<file path="config.mk">
export PLATFORM = sky130hd
export DESIGN_NAME = mux_4_arbiter
export DESIGN_NICKNAME = d
export VERILOG_FILES = /design/src/rtl/mux_4_arbiter.sv
export SDC_FILE = /design/constraint.sdc
export NUM_CORES = 1
export LEC_CHECK = 0
export ABC_AREA = 1
export CORE_MARGIN = 2
export CORE_UTILIZATION = 30
export CTS_CLUSTER_SIZE = 14
export DETAILED_ROUTE_END_ITERATION = 10
export MAX_ROUTING_LAYER = met4
export PLACE_DENSITY = 0.48
export SLEW_MARGIN = 20
export SYNTH_ARGS = -nofsm -noshare
export SYNTH_HDL_FRONTEND = slang
export SYNTH_SLANG_ARGS = --single-unit
</file>
<file path="constraint.sdc">
create_clock -name clk -period 4.06 [get_ports clk]
set_clock_uncertainty 0.1 [all_clocks]
set_input_delay 0.812 -clock clk [delete_from_list [all_inputs] [get_ports clk]]
set_output_delay 0.812 -clock clk [all_outputs]
set_load 0.05 [all_outputs]
</file>
<file path="src/rtl/mux_4_arbiter.sv">
// Round-robin owner arbitration for a shared 4:1-multiplexed resource.
// Registered one-hot grant plus mux select, one dead cycle between owners, bounded hold time.
//
// state | meaning
// ------+------------------------------------------------------------
// IDLE  | no owner, arbitrate every cycle
// GRANT | owner (select) holds the resource, hold timer running
// GAP   | single dead cycle after a release, then arbitrate as IDLE
module mux_4_arbiter #(
    parameter int unsigned MAX_HOLD = 8,
    parameter int unsigned CNT_W    = 4
) (
    input  logic       clk,
    input  logic       rst_n,
    input  logic [3:0] req,
    output logic [3:0] grant,
    output logic [1:0] select,
    output logic       valid,
    output logic       timeout
);

    typedef enum logic [1:0] {
        IDLE  = 2'd0,
        GRANT = 2'd1,
        GAP   = 2'd2
    } state_t;

    // Hold timer counts down from MAX_HOLD-1; terminal count zero marks the last allowed cycle.
    localparam logic [CNT_W-1:0] HOLD_LOAD = CNT_W'(MAX_HOLD - 1);

    state_t           state_q, state_d;
    logic [3:0]       grant_q, grant_d;
    logic [1:0]       select_q, select_d;
    logic             valid_q, valid_d;
    logic             timeout_q, timeout_d;
    logic [CNT_W-1:0] hold_q, hold_d;
    logic [1:0]       ptr_q, ptr_d;

    logic [7:0]       req_dbl;
    logic [3:0]       req_rot;
    logic [1:0]       win_ofs;
    logic [1:0]       winner;
    logic             owner_req;
    logic             hold_tc;

    // Rotate requests so the pointer position becomes bit 0, then take the lowest set bit.
    always_comb begin
        req_dbl = {req, req};
        req_rot = req_dbl[ptr_q +: 4];
        win_ofs = 2'd0;
        if (req_rot[0])      win_ofs = 2'd0;
        else if (req_rot[1]) win_ofs = 2'd1;
        else if (req_rot[2]) win_ofs = 2'd2;
        else if (req_rot[3]) win_ofs = 2'd3;
        winner = ptr_q + win_ofs;
    end

    assign owner_req = req[select_q];
    assign hold_tc   = (hold_q == '0);

    always_comb begin
        state_d   = state_q;
        grant_d   = grant_q;
        select_d  = select_q;
        valid_d   = valid_q;
        timeout_d = 1'b0;
        hold_d    = hold_q;
        ptr_d     = ptr_q;

        unique case (state_q)
            IDLE, GAP: begin
                if (|req) begin
                    state_d  = GRANT;
                    grant_d  = 4'b0001 << winner;
                    select_d = winner;
                    valid_d  = 1'b1;
                    hold_d   = HOLD_LOAD;
                end else begin
                    state_d = IDLE;
                    grant_d = 4'b0000;
                    valid_d = 1'b0;
                end
            end
            GRANT: begin
                if (!owner_req || hold_tc) begin
                    state_d   = GAP;
                    grant_d   = 4'b0000;
                    valid_d   = 1'b0;
                    timeout_d = owner_req;
                    ptr_d     = select_q + 2'd1;
                end else begin
                    hold_d = hold_q - CNT_W'(1);
                end
            end
            default: begin
                state_d = IDLE;
                grant_d = 4'b0000;
                valid_d = 1'b0;
            end
        endcase
    end

    always_ff @(posedge clk or negedge rst_n) begin
        if (!rst_n) begin
            state_q   <= IDLE;
            grant_q   <= 4'b0000;
            select_q  <= 2'd0;
            valid_q   <= 1'b0;
            timeout_q <= 1'b0;
            hold_q    <= '0;
            ptr_q     <= 2'd0;
        end else begin
            state_q   <= state_d;
            grant_q   <= grant_d;
            select_q  <= select_d;
            valid_q   <= valid_d;
            timeout_q <= timeout_d;
            hold_q    <= hold_d;
            ptr_q     <= ptr_d;
        end
    end

    assign grant   = grant_q;
    assign select  = select_q;
    assign valid   = valid_q;
    assign timeout = timeout_q;

endmodule

</file>
# [Word-level counts from Yosys, hierarchy flattened]
# Cells that the tools add are included.
# W data, S select, Z words.
[word_totals] out_inout_bits=8 regBits=16 input_bits=6 word_cells=48
[op_classes] n_shift=2 eq_ne=5 n_addsub=3 n_mux=20 n_reduce_logical=10 magnitude_cmp=1
[op_table] operator="$mux W4" count=4
[op_table] operator="$pmux W4 S2" count=2
[op_table] operator="$mux W2" count=5
[op_table] operator="$shiftx A8 B3 Y4" count=1
[op_table] operator="$mux W1" count=6
[op_table] operator="$ne A2 B2 Y1 const B" count=3
[op_table] operator="$logic_not A4 Y1" count=1
[op_table] operator="$pmux W2 S2" count=1
[op_table] operator="$reduce_and A2 Y1" count=2
[op_table] operator="$reduce_or A4 Y1" count=1
[op_table] operator="$shl A1 B2 Y4 const A" count=1
[op_table] operator="$sub A4 B1 Y4 const B" count=1
[op_table] operator="$lt A2 B3 Y1 const B" count=1
[op_table] operator="$reduce_and A3 Y1" count=1
[op_table] operator="$add A2 B1 Y2 const B" count=1
[op_table] operator="$add A2 B2 Y2" count=1
[op_table] operator="$bmux W1 S2" count=1
[op_table] operator="$eq A2 B1 Y1 const B" count=1
[op_table] operator="$eq A2 B2 Y1 const B" count=1
[op_table] operator="$logic_not A2 Y1" count=1
[op_table] operator="$pmux W1 S2" count=1
[op_table] operator="$reduce_bool A2 Y1" count=1
[op_table] operator="$reduce_or A2 Y1" count=1
[op_table] operator="$logic_not A1 Y1" count=1
[op_table] operator="$logic_or A1 B1 Y1" count=1

# [Depth between registers and ports, before layout]
# Gate-level depths: netlist of the first run.
[depth] depth_word=9 ltp_mapped=13

# [Least setup slack after synthesis of the first run]
# No wires, ideal clock.
[synth_path] kind="input -> register" from="input req[1]" to="register grant_q[2] (netlist: grant[2])" setup_time_ps=118 t_required_ps=3842 path_stages=12 path_slack_ps=2063 arrival_time_ps=1779 cell_sequence="nand2_1 -> nand3_1 -> nand2_1 -> nand3_1 -> a21boi_1 -> ha_1 -> xnor2_1 -> inv_1 -> nand2_1 -> nand2_2 -> nand3_1 -> nand2_1"
[synth_via] elab_chain_cells=9 word_cells_on_any_way=15 classes_between="1 x add/sub; 1 x eq/ne; 2 x shift; 8 x mux; 3 x reduce/logical"
[synth_rtl] item="from (decl)" line="15" rtl="input logic [3:0] req,"
[synth_rtl] item="$shiftx A8 B3 Y4" line="49" rtl="req_rot = req_dbl[ptr_q +: 4];"
[synth_rtl] item="$mux W2" line="54" rtl="else if (req_rot[3]) win_ofs = 2'd3;"
[synth_rtl] item="$mux W2" line="53" rtl="else if (req_rot[2]) win_ofs = 2'd2;"
[synth_rtl] item="$mux W2" line="52" rtl="else if (req_rot[1]) win_ofs = 2'd1;"
[synth_rtl] item="$mux W2" line="51" rtl="if (req_rot[0]) win_ofs = 2'd0;"
[synth_rtl] item="$add A2 B2 Y2" line="55" rtl="winner = ptr_q + win_ofs;"
[synth_rtl] item="$shl A1 B2 Y4" line="74" rtl="grant_d = 4'b0001 << winner;"
[synth_rtl] item="$mux W4" line="72" rtl="if (|req) begin"
[synth_rtl] item="$pmux W4 S2" line="70" rtl="unique case (state_q)"
[synth_rtl] item="to (signal assigned)" line="114" rtl="grant_q <= grant_d;"
[synth_rtl] item="to (decl)" line="32" rtl="logic [3:0] grant_q, grant_d;"
# Several ways; a longest one is shown, not always the timed one. The select of a mux whose other input is x is not followed.
# A chain may end at the register's enable or synchronous reset.

# [Final worst setup path of the first run]
[layout_path] from="register select_q[0] (netlist: select[0])" to="output select[0]"
[layout_rtl] item="from (decl)" line="33" rtl="logic [1:0] select_q, select_d;"
[layout_rtl] item="from (signal assigned)" line="115" rtl="select_q <= select_d;"
[layout_rtl] item="to (decl)" line="17" rtl="output logic [1:0] select,"
# No word-level cell between the ends.

==> metrics.yaml, run 1 <==
clock_network:
  post_cts_buffers: 0
  cts_resized: 0
  clk_pin_slew_ps: 110
  cts_buffers: 3
  clk_latency_ps: 290
  cts_tree: "yes"
  cts.sink_count: 16
  root_buffer: "clkbuf_4"
  cts_max_level: 1
  cts.hold.buffers_added: 0
  clk_path_buf_depth: 2
power:
  leakage_uw: 0.000553
  power.total_uw: 895
  p_seq_frac: 0.290
  peakVddDrop_mv: 0.372
  p_switching_uw: 452
  clkPwrFrac: 0.125
  switching_share: 0.505
  power.density_mw_per_mm2: 834
  pwr-share-comb: 0.585
  p_int_uw: 443
layout:
  layout_common_cells: "nand2_1 (38), dfrtp_1 (16), clkdlybuf4s50_1 (13)"
  area.growth.synth_to_final_pct: 23.6
  final_common_cell: "nand2_1"
  nNetsFinal: 143
  finish.utilization: 0.389
  antenna_cells: 0
  drive_above_1_share: 0.0970
  fin_area_mm2: 0.00107
timing:
  max_freq_ghz: 0.403
  setup_tns_ps: 0
  hold_violations: 0
  period_minus_slack_ps: 2480
  fin_crit_sh: 0.611
  slew_viol_final: 0
  fin_ws_ps: 1580
  rsz0062_at_grt: "false"
  setup_violations: 0
  slew_headroom: 0.510
  tightestPinTransition_ps: 733
worst_hold_path:
  min_path_type: "register to register"
grt:
  grt_pass1_wl_mm: 3.16
  antenna_found_initial: 0
  grt_start_max_net_pins: 17
  grtUsageTotal: 0.129
  overflow: 0
  grt_pass1_vias: 720
route:
  vias: 757
  ant_nets: 0
  drc_errors: 0
  drtPass1Iterations: 4
  routed_wl_mm: 1.85
  wl_per_cell_um: 11.2
  avgViaCountPerCell: 4.59
  first_iter_violations: 27
setup_path:
  start_kind: "register"
  cp_max_fo: 5
  slowest_delay_ps: 830
  cp_slowest_cell: "clkdlybuf4s50_1"
  path_buf_inv: 1
  required_ps: 3150
  crit_path_cell_trace: "clkdlybuf4s50_1"
  cp.arrival_ps: 1570
  path_class: "register to output pin"
  cp_top_family: "buffers and inverters"
  crit_path_end_kind: "output pin"
logic_synthesis:
  synthCells: 117
  syn-cell-area_um2: 868
  synth_cell_type_count: 17
  yosys_warnings: 0
  synth-seq-area-share: 0.461
  syn_nets: 125
  synth_seq_cells: 16
  synth.avg_cell_area_um2: 7.42
floorplanning:
  die_y_um: 57.8
  io_pins: 14
  initial_utilization: 0.315
  dieArea_mm2: 0.00334
  die-width_um: 57.8
  core_area_mm2: 0.00276
  fp-row-count: 19
placed_design:
  place.gp.congestion: 0.864
  port_buffers: 13
  place_area_mm2: 0.00104
  dp_hpwl_mm: 1.39
  dp_slack_ps: 1400
flow_run:
  cap_violations: 0
outcome:
  outcome: "finished clean"
## cells by family (layout without fill, tap and decap cells)
group / Yosys count / count (layout) / synth area share
buf+inv: 16 / 33 / 0.0692
compound gates: 13 / 13 / 0.0778
simple gates: 67 / 67 / 0.333
fa+ha+maj: 2 / 2 / 0.0288
flops: 16 / 16 / 0.461
xor+xnor: 3 / 3 / 0.0303
## synthesized netlist by cell type
library cell / count / area, um2
ha_1: 2 / 25.0
nor2_4: 1 / 11.3
nand2_1: 38 / 143
inv_2: 5 / 18.8
inv_1: 10 / 37.5
xnor2_1: 1 / 8.76
xor2_1: 2 / 17.5
nand3_2: 1 / 10.0
nor3b_1: 1 / 7.51
clkinv_1: 1 / 3.75
a21boi_1: 1 / 7.51
o21ai_1: 9 / 45.0
nand2_2: 2 / 12.5
dfrtp_1: 16 / 400
nand3_1: 12 / 60.1
a21oi_1: 3 / 15.0
nor2_1: 12 / 45.0
## final timing paths
check                           startpoint  cells past startpoint         to  slack [ps]
worst min register to register       valid                      2      valid         390
worst max register to register    ptr_q[0]                     13   grant[2]        2180
worst max-delay path             select[0]                      1  select[0]        1580
max in group asynchronous            rst_n                      1      valid        2550
worst min-delay path                 valid                      2      valid         390
min in group asynchronous            rst_n                      1   ptr_q[0]         840
## layer usage
layer  routed length, um  global-route usage  vias to the layer above
met3                  80              0.0335                        2
li1                    -                   -                      405
met2                 806               0.182                       18
met5                   0                   -                        -
met4                  10              0.0498                        0
met1                 949               0.178                      332
## power groups by stage
stage                     combinational, uW  sequential [uW]  clock, uW
after floorplan                         319              338          0
after global placement                  529              262          0
after global routing                    579              268        125
after CTS                               530              260        117
final                                   524              260        112
after detailed placement                526              263          0
## stage by stage
| stage | hold WS (ps) | std cells |
|---|---|---|
| 4_1_cts | 396 | 165 |
| 3_3_place_gp | 363 | 161 |
| 3_5_place_dp | 364 | 161 |
| 6_report | 393 | 165 |
| 2_1_floorplan | 380 | 117 |
| 5_1_grt | 417 | 165 |
## state kept, by name, indices dropped and copies added, names as in the netlist
register	count
grant	4
hold_q	4
ptr_q	2
select	2
state_q	2
timeout	1
valid	1
## layout make-up
cell class | instances | area [um2]
Clock buffer | 4 | 36.3
Tap cell | 31 | 38.8
Sequential cell | 16 | 400
Inverter | 16 | 60.1
Timing Repair Buffer | 13 | 130
Fill cell | 291 | 1680
Multi-Input combinational cell | 85 | 408
Note: power is estimated with default switching activity, not from simulation.
==> run 2: changes to the inputs <==
--- a/config.mk
+++ b/config.mk
@@ -11,7 +11,7 @@
 export CTS_CLUSTER_SIZE = 14
 export DETAILED_ROUTE_END_ITERATION = 10
 export MAX_ROUTING_LAYER = met4
-export PLACE_DENSITY = 0.48
+export PLACE_DENSITY = 0.5
 export SLEW_MARGIN = 20
 export SYNTH_ARGS = -nofsm -noshare
 export SYNTH_HDL_FRONTEND = slang
==> constraint.sdc (replaced) <==
create_clock -name clk -period 2.1 [get_ports clk]
set_clock_uncertainty 0.1 [all_clocks]
set_input_delay 0.42 -clock clk [delete_from_list [all_inputs] [get_ports clk]]
set_output_delay 0.42 -clock clk [all_outputs]
set_load 0.05 [all_outputs]
==> run 2 against run 1 <==
Clock power up 88%. Final area is 6.9% higher. Critical path depth unchanged. Power rose by 110%. Wire length grew 2.8%. Core utilization grew 2.7 points.
==> metrics.yaml, run 2 (synthesized netlist as in run 1, its figures left out) <==
floorplanning:
  dieArea_mm2: 0.00334  # unchanged
  io_pins: 14  # unchanged
  die_y_um: 57.8  # unchanged
  die-width_um: 57.8  # unchanged
  fp-row-count: 19  # unchanged
  initial_utilization: 0.315  # unchanged
  core_area_mm2: 0.00276  # unchanged
setup_path:
  start_kind: "register"
  crit_path_end_kind: "output pin"
  cp_max_fo: 2  # -3
  cp.arrival_ps: 1460  # -110 ps
  path_buf_inv: 1  # unchanged
  slowest_delay_ps: 800  # -30 ps
  worstSetupStartpoint: "grant[2]"
  required_ps: 1580  # -1570 ps
  r2r_slack_ps: 230  # -1950 ps
  reg2regPathDepth: 13  # unchanged
  path_class: "register to output pin"
  cp_top_family: "buffers and inverters"
  cp_slowest_cell: "clkdlybuf4s50_1"
  cp_num_cells: 1  # unchanged
  crit_path_cell_trace: "clkdlybuf4s50_1"
  regToRegStartpoint: "ptr_q[0]"
  reg2reg_to: "select[1]"
power:
  power.total_uw: 1860  # +110%
  leakage_uw: 0.000611  # +10%
  peakVddDrop_mv: 0.910  # +140%
  power.density_mw_per_mm2: 1620  # +94%
route:
  avgViaCountPerCell: 4.59  # about the same
  wl_per_cell_um: 10.9  # -2.6%
  routed_wl_mm: 1.90  # +2.8%
  drtPass1Iterations: 4  # unchanged
  first_iter_violations: 8  # -70%
  ant_nets: 0  # unchanged
  vias: 799  # +5.5%
  drc_errors: 0  # unchanged
clock_network:
  cts_max_level: 1  # unchanged
  root_buffer: "clkbuf_4"
  cts_buffers: 3  # unchanged
  cts_tree: "yes"
  post_cts_buffers: 0  # unchanged
  cts.sink_count: 16  # unchanged
  clk_path_buf_depth: 2  # unchanged
  clk_pin_slew_ps: 100  # about the same
  clk_latency_ps: 290  # about the same
layout:
  nNetsFinal: 152  # +6.3%
  area.growth.synth_to_final_pct: 32.1
  drive_above_1_share: 0.175  # +0.0778
  layout.cells.non_filler: 174  # +5.5%
  layout_common_cells: "nand2_1 (37), dfrtp_1 (16), nand3_1 (12), nor2_1 (12), clkdlybuf4s50_1 (11)"
  final_common_cell: "nand2_1"
  antenna_cells: 0  # unchanged
placed_design:
  dp_hpwl_mm: 1.45  # +4.3%
  dpl.cell_count: 170  # +5.6%
  place.gp.congestion: 0.812  # -6.0%
  port_buffers: 13  # unchanged
grt:
  grtUsageTotal: 0.132  # +0.00267
  grt_start_max_net_pins: 17  # unchanged
  overflow: 0  # unchanged
  grt_pass1_wl_mm: 3.35  # +5.9%
  grt_pass1_vias: 738  # +2.5%
  antenna_found_initial: 0  # unchanged
timing:
  fin_crit_sh: 0.945
  tightestPinTransition_ps: 508  # -225 ps
  slew_viol_final: 0  # unchanged
  hold_violations: 0  # unchanged
  period_minus_slack_ps: 1980
  max_freq_ghz: 0.504
  slew_headroom: 0.661  # +0.151
  setup_violations: 0  # unchanged
worst_hold_path:
  min_path_type: "input port to asynchronous set/reset pin"
outcome:
  outcome: "finished clean"
flow_run:
  cap_violations: 0  # unchanged
run 2: cell types whose count changed in the layout (fill, tap and decap cells not counted), sizes merged:
cell,delta
dlymetal6s2s,+1
buf,+10
clkdlybuf4s50,-2
run 2: where the power goes:
part | total, uW | switching (uW) | leakage (uW) | internal [uW]
clock | 211 | 105 | 0.0000210 | 106
sequential | 505 | 89.8 | 0.000195 | 415
combinational | 1140 | 709 | 0.000394 | 432
total | 1860 | 904 | 0.000611 | 952
run 2: worst max-delay path by stage:
stage                            to
after CTS                 select[1]
after floorplan            grant[2]
final                      grant[2]
after detailed placement   grant[3]
after global routing       grant[3]
after global placement    select[1]
run 2: final cells by class:
cell class | count | area, um2
clock buffer | 4 | 36.3
fill | 298 | 1610
tap | 31 | 38.8
timing repair buffer | 22 | 198
sequential | 16 | 400
inverter | 16 | 60.1
multi-input combinational | 85 | 414
run 2: repair_timing:
action | in CTS | in global routing
endpoints found under the setup margin | 0 | 3
hold buffers | 0 | 0
resized for setup | 0 | 3
run 2: layer usage:
metal | global-route usage | part of all wire
met3 | 0.0268 | 0.028
met5 | - | 0
met1 | 0.196 | 0.52
met2 | 0.190 | 0.44
met4 | 0.0199 | 0.0042
run 2: stage by stage:
step | instance area, um2 | setup WS, ps | setup TNS (ps) | utilization | hold WS (ps)
after floorplan | 868 | 445 | 0 | - | 24.4
after global placement | 1100 | -165 | -732 | 0.400 | 362
after detailed placement | 1100 | -154 | -737 | 0.400 | 376
after CTS | 1140 | 28.7 | 0 | 0.413 | 354
after global routing | 1150 | -6.29 | -10.7 | 0.416 | 372
final | 1150 | 116 | 0 | 0.416 | 342
==> run 3: changes to the inputs <==
--- a/config.mk
+++ b/config.mk
@@ -8,6 +8,7 @@
 export ABC_AREA = 1
 export CORE_MARGIN = 2
 export CORE_UTILIZATION = 30
+export CTS_BUF_LIST = sky130_fd_sc_hd__clkbuf_8
 export CTS_CLUSTER_SIZE = 14
 export DETAILED_ROUTE_END_ITERATION = 10
 export MAX_ROUTING_LAYER = met4
==> run 3 against run 2 <==
Setup slack worse by 12 ps. Die area unchanged. Via count fell by 1.4%. Global-route usage up 0.39 points. Wire length decreased by 1.2%. Power rose by 4.6%. Hold slack improved by 41 ps. Highest routed layer unchanged.
==> metrics.yaml, run 3 (synthesized netlist as in run 1, its figures left out) <==
grt:
  grt_start_max_net_pins: 17  # unchanged
  met1_usage: 0.196  # unchanged
  grt_use_met2: 0.188  # -0.00162
  grt_pass1_wl_mm: 3.37  # +0.63%
  overflow: 0  # unchanged
  antenna_found_initial: 0  # unchanged
  grtUsageTotal: 0.136  # +0.00386
  grt_pass1_vias: 744  # +0.81%
  grt_busiest_layer: "met1"
  grt_use_met3: 0.0268  # unchanged
placed_design:
  place.gp.congestion: 0.812  # unchanged
  dp_hpwl_mm: 1.45  # unchanged
  port_buffers: 13  # unchanged
  place_area_mm2: 0.00110  # unchanged
  dp_slack_ps: -154  # unchanged
setup_path:
  crit_path_cell_trace: "clkdlybuf4s50_1"
  cp_max_fo: 4  # +2
  reg2reg_to: "select[1]"
  r2r_slack_ps: 210  # -20 ps
  cp_top_family: "buffers and inverters"
  regToRegStartpoint: "ptr_q[0]"
  cp_slowest_cell: "clkdlybuf4s50_1"
  reg2regPathDepth: 13  # unchanged
  slowest_delay_ps: 820  # +20 ps
  start_kind: "register"
  path_buf_inv: 1  # unchanged
  worstSetupStartpoint: "select[1]"
  crit_path_end_kind: "output pin"
  required_ps: 1580  # about the same
  cp.arrival_ps: 1480  # +20 ps
  path_class: "register to output pin"
floorplanning:
  die_y_um: 57.8  # unchanged
  dieArea_mm2: 0.00334  # unchanged
  io_pins: 14  # unchanged
  initial_utilization: 0.315  # unchanged
  core_area_mm2: 0.00276  # unchanged
  die-width_um: 57.8  # unchanged
  fp-row-count: 19  # unchanged
route:
  first_iter_violations: 9  # +1
  drtPass1Iterations: 3  # -1
  drc_errors: 0  # unchanged
  wl_per_cell_um: 10.8  # -1.2%
  avgViaCountPerCell: 4.53  # -1.4%
  vias: 788  # -1.4%
  ant_nets: 0  # unchanged
  routed_wl_mm: 1.88  # -1.2%
timing:
  fin_crit_sh: 0.951  # +0.00593
  fin_ws_ps: 104  # -12.5 ps
  slew_viol_final: 0  # unchanged
  tightestPinTransition_ps: 503  # -4.70 ps
  setup_violations: 0  # unchanged
  period_minus_slack_ps: 2000  # +12.5 ps
  hold_ws_ps: 383  # +41.2 ps
  hold_violations: 0  # unchanged
  slew_headroom: 0.663  # +0.00264
  max_freq_ghz: 0.501  # -0.62%
layout:
  finish.utilization: 0.429  # +0.0132
  area.growth.synth_to_final_pct: 36.3
  layout_common_cells: "nand2_1 (36), dfrtp_1 (16), nand3_1 (12), nor2_1 (12)"
  antenna_cells: 0  # unchanged
  nNetsFinal: 152  # unchanged
  fin_area_mm2: 0.00118  # +3.2%
  drive_above_1_share: 0.196  # +0.0210
  final_common_cell: "nand2_1"
clock_network:
  clk_pin_slew_ps: 70  # -30 ps
  clk_path_buf_depth: 2  # unchanged
  cts_tree: "yes"
  cts.sink_count: 16  # unchanged
  root_buffer: "clkbuf_8"
  cts_buffers: 3  # unchanged
  cts_max_level: 1  # unchanged
  clk_latency_ps: 250  # -40 ps
  cts.hold.buffers_added: 0  # unchanged
outcome:
  outcome: "finished clean"
power:
  leakage_uw: 0.000635  # +4.0%
  peakVddDrop_mv: 0.991  # +8.9%
  power.density_mw_per_mm2: 1640  # +1.4%
worst_hold_path:
  min_path_type: "register to register"
  min_path_cells: 2
  min_to: "valid"
  worstHoldStart: "valid"
flow_run:
  cap_violations: 0  # unchanged
run 3: through the flow:
stage               std cells  total power [uW]  TNS [ps]
floorplan                 117              1270         0
global placement          170              1650      -732
detailed placement        170              1650      -737
CTS                       174              1930         0
global route              174              2130     -86.3
finish                    174              1940         0
run 3: per-layer routing:
| layer | vias up | routed length, um |
|---|---|---|
| met5 | - | 0 |
| met4 | 0 | 20 |
| met3 | 4 | 51 |
| met2 | 9 | 805 |
| met1 | 356 | 997 |
| li1 | 419 | - |
run 3: worst max path at each step:
| stage | to | cells past startpoint |
|---|---|---|
| floorplan | grant[2] | 13 |
| global placement | select[1] | 12 |
| detailed placement | grant[3] | 12 |
| CTS | select[1] | 1 |
| global route | select[1] | 13 |
| finish | select[1] | 1 |
run 3: cell type report:
class	count	area (um2)
well taps	31	38.8
inverters	16	60.1
fillers	294	1570
multi-input cells	85	427
flip-flops and latches	16	400
repair buffers	22	203
clock buffers	4	55.1
run 3: power breakdown:
part           leakage (uW)  switching [uW]  internal [uW]
Combinational      0.000411             712            448
Sequential         0.000195            92.0            416
Clock             0.0000288             107            166
Total              0.000635             911           1030
run 3: timing repair:
action	4_1_cts	5_1_grt
setup endpoints to repair	0	5
buffers inserted	0	0
gates resized for setup	0	8
